<file path="config.mk">
export PLATFORM = sky130hd
export DESIGN_NAME = nibble_add_seq
export DESIGN_NICKNAME = d
export VERILOG_FILES = /design/src/rtl/nibble_add_seq.sv
export SDC_FILE = /design/constraint.sdc
export NUM_CORES = 1
export LEC_CHECK = 0
export CELL_PAD_IN_SITES_DETAIL_PLACEMENT = 0
export CELL_PAD_IN_SITES_GLOBAL_PLACEMENT = 1
export CORE_ASPECT_RATIO = 0.5
export CORE_UTILIZATION = 34
export CTS_CLUSTER_DIAMETER = 30
export DETAILED_ROUTE_END_ITERATION = 7
export PLACE_DENSITY = 0.71
export SETUP_SLACK_MARGIN = 0.1
export SYNTH_ARGS = -nofsm -noshare
export SYNTH_HDL_FRONTEND = slang
export SYNTH_HIERARCHICAL = 1
export SYNTH_SLANG_ARGS = --single-unit
</file>
<file path="constraint.sdc">
create_clock -name i_clk -period 2.9 [get_ports i_clk]
set_input_delay 0.435 -clock i_clk [delete_from_list [all_inputs] [get_ports i_clk]]
set_output_delay 0.435 -clock i_clk [all_outputs]
set_load 0.02 [all_outputs]
</file>
<file path="src/rtl/nibble_add_seq.sv">
// Serial nibble adder: one operand set is added 4 bits per cycle through a single
// 7483-style adder, with valid/ready handshakes on both sides.

module ic_7483 (
  input  logic [3:0] i_a,
  input  logic [3:0] i_b,
  input  logic       i_c0,
  output logic [3:0] o_sum,
  output logic       o_cout
);
  logic [4:0] w_total;

  assign w_total = {1'b0, i_a} + {1'b0, i_b} + {4'b0000, i_c0};
  assign o_sum   = w_total[3:0];
  assign o_cout  = w_total[4];
endmodule

module nibble_add_seq #(
  parameter int NIBBLES = 4
) (
  input  logic                 i_clk,
  input  logic                 i_rst,
  input  logic                 i_in_valid,
  output logic                 o_in_ready,
  input  logic [4*NIBBLES-1:0] i_a,
  input  logic [4*NIBBLES-1:0] i_b,
  input  logic                 i_cin,
  output logic                 o_out_valid,
  input  logic                 i_out_ready,
  output logic [4*NIBBLES-1:0] o_sum,
  output logic                 o_cout,
  output logic                 o_ovf,
  output logic                 o_busy
);
  // state | meaning
  // IDLE  | waiting for an operand set, last result held on o_sum/o_cout/o_ovf
  // ADD   | adding nibble r_idx, LSB first
  // DONE  | result valid, waiting for consumer
  localparam int W  = 4 * NIBBLES;
  localparam int IW = $clog2(NIBBLES);
  localparam logic [IW-1:0] LAST_IDX = IW'(NIBBLES - 1);

  typedef enum logic [1:0] {S_IDLE, S_ADD, S_DONE} state_t;

  state_t        r_state;
  logic [W-1:0]  r_a;
  logic [W-1:0]  r_b;
  logic          r_carry;
  logic [IW-1:0] r_idx;
  logic [W-1:0]  r_sum;
  logic          r_cout;
  logic          r_ovf;
  logic          r_in_ready;
  logic          r_out_valid;
  logic          r_busy;

  logic [W-1:0]  w_a_sh;
  logic [W-1:0]  w_b_sh;
  logic [3:0]    w_add_sum;
  logic          w_add_cout;

  assign w_a_sh = r_a >> {r_idx, 2'b00};
  assign w_b_sh = r_b >> {r_idx, 2'b00};

  ic_7483 u_adder (
    .i_a    (w_a_sh[3:0]),
    .i_b    (w_b_sh[3:0]),
    .i_c0   (r_carry),
    .o_sum  (w_add_sum),
    .o_cout (w_add_cout)
  );

  always_ff @(posedge i_clk) begin
    if (i_rst) begin
      r_state     <= S_IDLE;
      r_a         <= '0;
      r_b         <= '0;
      r_carry     <= 1'b0;
      r_idx       <= '0;
      r_sum       <= '0;
      r_cout      <= 1'b0;
      r_ovf       <= 1'b0;
      r_in_ready  <= 1'b1;
      r_out_valid <= 1'b0;
      r_busy      <= 1'b0;
    end else begin
      case (r_state)
        S_IDLE: begin
          if (i_in_valid) begin
            r_a        <= i_a;
            r_b        <= i_b;
            r_carry    <= i_cin;
            r_idx      <= '0;
            r_sum      <= '0;
            r_state    <= S_ADD;
            r_in_ready <= 1'b0;
            r_busy     <= 1'b1;
          end
        end
        S_ADD: begin
          r_sum[{r_idx, 2'b00} +: 4] <= w_add_sum;
          r_carry <= w_add_cout;
          if (r_idx == LAST_IDX) begin
            // idx parks at 0 so it never runs past the last nibble
            r_idx       <= '0;
            r_cout      <= w_add_cout;
            r_ovf       <= (r_a[W-1] == r_b[W-1]) & (w_add_sum[3] != r_a[W-1]);
            r_state     <= S_DONE;
            r_out_valid <= 1'b1;
          end else begin
            r_idx <= r_idx + 1'b1;
          end
        end
        S_DONE: begin
          if (i_out_ready) begin
            r_state     <= S_IDLE;
            r_out_valid <= 1'b0;
            r_in_ready  <= 1'b1;
            r_busy      <= 1'b0;
          end
        end
        default: begin
          r_state     <= S_IDLE;
          r_idx       <= '0;
          r_out_valid <= 1'b0;
          r_in_ready  <= 1'b1;
          r_busy      <= 1'b0;
        end
      endcase
    end
  end

  assign o_in_ready  = r_in_ready;
  assign o_out_valid = r_out_valid;
  assign o_busy      = r_busy;
  assign o_sum       = r_sum;
  assign o_cout      = r_cout;
  assign o_ovf       = r_ovf;
endmodule

</file>
==> summary.md <==
| Metric | Value |
|---|---|
| Power, Total | `2.06 mW` |
| Number of standard-cell rows in the floorplan | `22` |
| Total Die Area | `8160 um^2` |
| Number of global-route vias before repair | `2057` |
| Part of the cycle the worst path needs | `0.908` |
| First-pass GRT wire length | `10.4 mm` |
| Post-CTS Hold Fix Bufs | `0` |
| Area growth from synthesis to layout | `33.2%` |
| CP required | `3.11 ns` |
| Upper clock frequency limit | `380 MHz` |
| Result of the run | `complete, no violations` |
| Vertical die dimension | `64.4 um` |
| Minimum period implied by the final worst setup slack | `2.63 ns` |
| Starting Density | `0.356` |
| Final setup vio count | `0` |
| Part of the Yosys area used for sequential elements | `0.439` |
| Number of antenna violations at the first check in global routing | `0` |
| Port Buffer Count | `57` |
| Share of post-route cells with drive strength above 1 | `0.107` |
| Clock-pin slew reported for the worst setup and hold paths after clock tree synthesis | `0.05 ns` |
| Routed wire length | `6.25 mm` |
| Unrepaired setup endpoints after global routing | `no` |
| Synth top area share | `0.439` |
| Worst slew margin | `0.592` |
| Number of nets in the synthesized netlist | `331` |
| Cell leakage power | `1.32 nW` |
| IO Pins | `58` |
| Pins Over Slew Limit | `0` |
| Wirelength per Cell | `14.1 um` |
| CP startpoint kind | `register` |
| Clock Skews | `0.00648 ns` |
| Area of the core | `7430 um^2` |
| CTS sink cnt | `58` |
| Worst path cell trace | `buf_4, mux4_2, ha_1, a21o_1, a21oi_2, xnor2_1, and3b_1, a211oi_1, nor3_1` |
| Clock insertion delay at the later pin of the skew report | `0.33 ns` |
| Diodes inserted | `0` |
| Crit-path max cell delay | `0.53 ns` |
| Final setup TNS | `0 ns` |
| Slew of the pin with the lowest slew margin | `0.611 ns` |
| Final hold vios | `0` |
| Final weighted congestion of routability-driven global placement | `0.844` |
| Top post-synthesis cells by area | `sky130_fd_sc_hd__dfxtp_1 (44%), sky130_fd_sc_hd__nand2_1 (9.6%), sky130_fd_sc_hd__a21oi_1 (8.1%)` |
| Detailed placement HPWL | `4.61 mm` |
| Number of buffers and inverters on the critical path | `1` |
| Root cell of the clock tree | `sky130_fd_sc_hd__clkbuf_16` |
| Warnings from Yosys | `6` |
| Post-synthesis register bit count | `58` |
| Total Nets Final | `389` |
| CP Class | `register to register` |
| Cell area after synthesis | `2650 um^2` |
| Number of DRC markers after the initial detailed-route iteration | `172` |
| CP Data Arrival Time | `2.85 ns` |
| Slowest CP cell | `sky130_fd_sc_hd__mux4_2` |
| Cell family with most CP delay | `compound AO/OA/AOI/OAI gates` |
| Number of buffers inserted by post-CTS setup repair | `0` |
| CTS Buf Count | `9` |
| TritonCTS clock tree | `done` |
| Maximum fanout along the worst path | `5` |
| Pin count of the biggest net entering global routing | `34` |
| Number of cells upsized or downsized after cts | `0` |
| Overall global routing resource usage | `0.170` |
| TritonRoute pass-1 iters | `4` |
| Width of the chip | `127 um` |
| Number of vias per cell | `4.90` |
| Maximum clock path buffer count | `2` |
| Pwr per Cell Area | `585 nW/um^2` |
| Top library cells by usage in the layout, fill and taps aside | `sky130_fd_sc_hd__nand2_1 (68), sky130_fd_sc_hd__dfxtp_1 (58), sky130_fd_sc_hd__clkdlybuf4s50_1 (56)` |
| Filler instances | `722` |
| Post-synthesis cell type count | `39` |
| Total of max-cap violations | `0` |
| Congestion Overflow GR | `0` |
| Via count of the routed design | `2165` |
| Number of nets with antenna violations after routing | `0` |
| Maximum vdd drop | `0.279 mV` |
| Number of cells produced by synthesis | `283` |
| Mapped Avg Cell Area | `9.35 um^2` |
| Total number of H-tree levels | `3` |
| Worst setup EP type | `register` |
| Classification of the worst-slack hold path | `register to register` |
| Most common cell after layout, fill and taps aside | `sky130_fd_sc_hd__nand2_1` |
| DRC violations left | `0` |
| Post-synthesis cell type with the largest combined area | `sky130_fd_sc_hd__dfxtp_1` |
## registers in the layout, indices dropped and copies added (netlist names)
name,flops
o_sum,16
r_a,16
r_b,16
r_idx,2
r_state,2
o_busy,1
o_cout,1
o_in_ready,1
o_out_valid,1
o_ovf,1
r_carry,1
## tightest hold or removal path, stage by stage (launching register included)
cell and delay, ns:
sky130_fd_sc_hd__dfxtp_1 0.30, sky130_fd_sc_hd__nand2_1 0.05, sky130_fd_sc_hd__a21oi_1 0.05
## metrics by stage
stage	setup WS (ns)	util	hold slack (ns)	cell area [um^2]	instances
after global routing	0.112	0.474	0.476	3520	442
final	0.268	0.474	0.457	3520	442
after global placement	0.377	0.438	0.448	3260	426
after CTS	0.250	0.474	0.460	3520	442
after detailed placement	0.261	0.438	0.450	3260	426
after floorplan	0.132	-	0.433	2650	283
## worst paths after layout
kind,start,to,slack [ns],cells past startpoint
hold / removal,r_a[11],r_a[11],0.46,2
hold reg to reg,r_a[11],r_a[11],0.46,2
setup reg to reg,r_idx[0],o_ovf,0.27,9
setup / recovery,r_idx[0],o_ovf,0.27,9
## synth_stat cells (all sizes together)
| master | number |
|---|---|
| nor3 | 2 |
| nand3 | 3 |
| a21o | 1 |
| a22o | 8 |
| a31oi | 1 |
| a22oi | 1 |
| and3 | 1 |
| a2bb2oi | 1 |
| nand2 | 68 |
| fa | 2 |
| nor4bb | 1 |
| mux2 | 4 |
| nand3b | 1 |
| a21oi | 44 |
| nor2b | 6 |
| nor2 | 5 |
| xnor2 | 2 |
| o21ai | 3 |
| mux4 | 8 |
| a211oi | 1 |
| o2bb2ai | 8 |
| nand4 | 1 |
| nor4b | 1 |
| nand2b | 8 |
| a32oi | 1 |
| o21bai | 1 |
| ha | 9 |
| clkbuf | 6 |
| nor4 | 1 |
| dfxtp | 58 |
| and3b | 1 |
| nor3b | 2 |
| buf | 12 |
| or3b | 1 |
| and2b | 1 |
| inv | 9 |
## layout make-up
cell class / instances / area [um^2] / area share
clock buffer: 13 / 250 / 0.0710
clock inverter: 3 / 15.0 / 0.00426
inverter: 9 / 33.8 / 0.00959
multi-input combinational: 198 / 1320 / 0.374
sequential: 58 / 1160 / 0.330
tap: 96 / 120 / 0.0341
timing repair buffer: 65 / 626 / 0.178
## cell families after synthesis
logic type / share of synthesized area
fa+ha+maj: 0.0577
flops: 0.439
xor+xnor: 0.00662
simple gates: 0.185
compound gates: 0.164
mux: 0.0851
buf+inv: 0.0629
## per-layer routing
metal	global-route usage	up-vias	part of all wire
met5	0	-	0
met4	0.0759	0	0.020
met3	0.0687	13	0.060
met2	0.247	57	0.42
met1	0.220	993	0.50
li1	-	1102	-
## where the power goes
part,internal [mW],switching (mW),total [mW]
Sequential,0.835,0.0306,0.866
Combinational,0.133,0.129,0.262
Clock,0.595,0.340,0.935
Total,1.56,0.500,2.06
(Power assumes the default switching activity.)
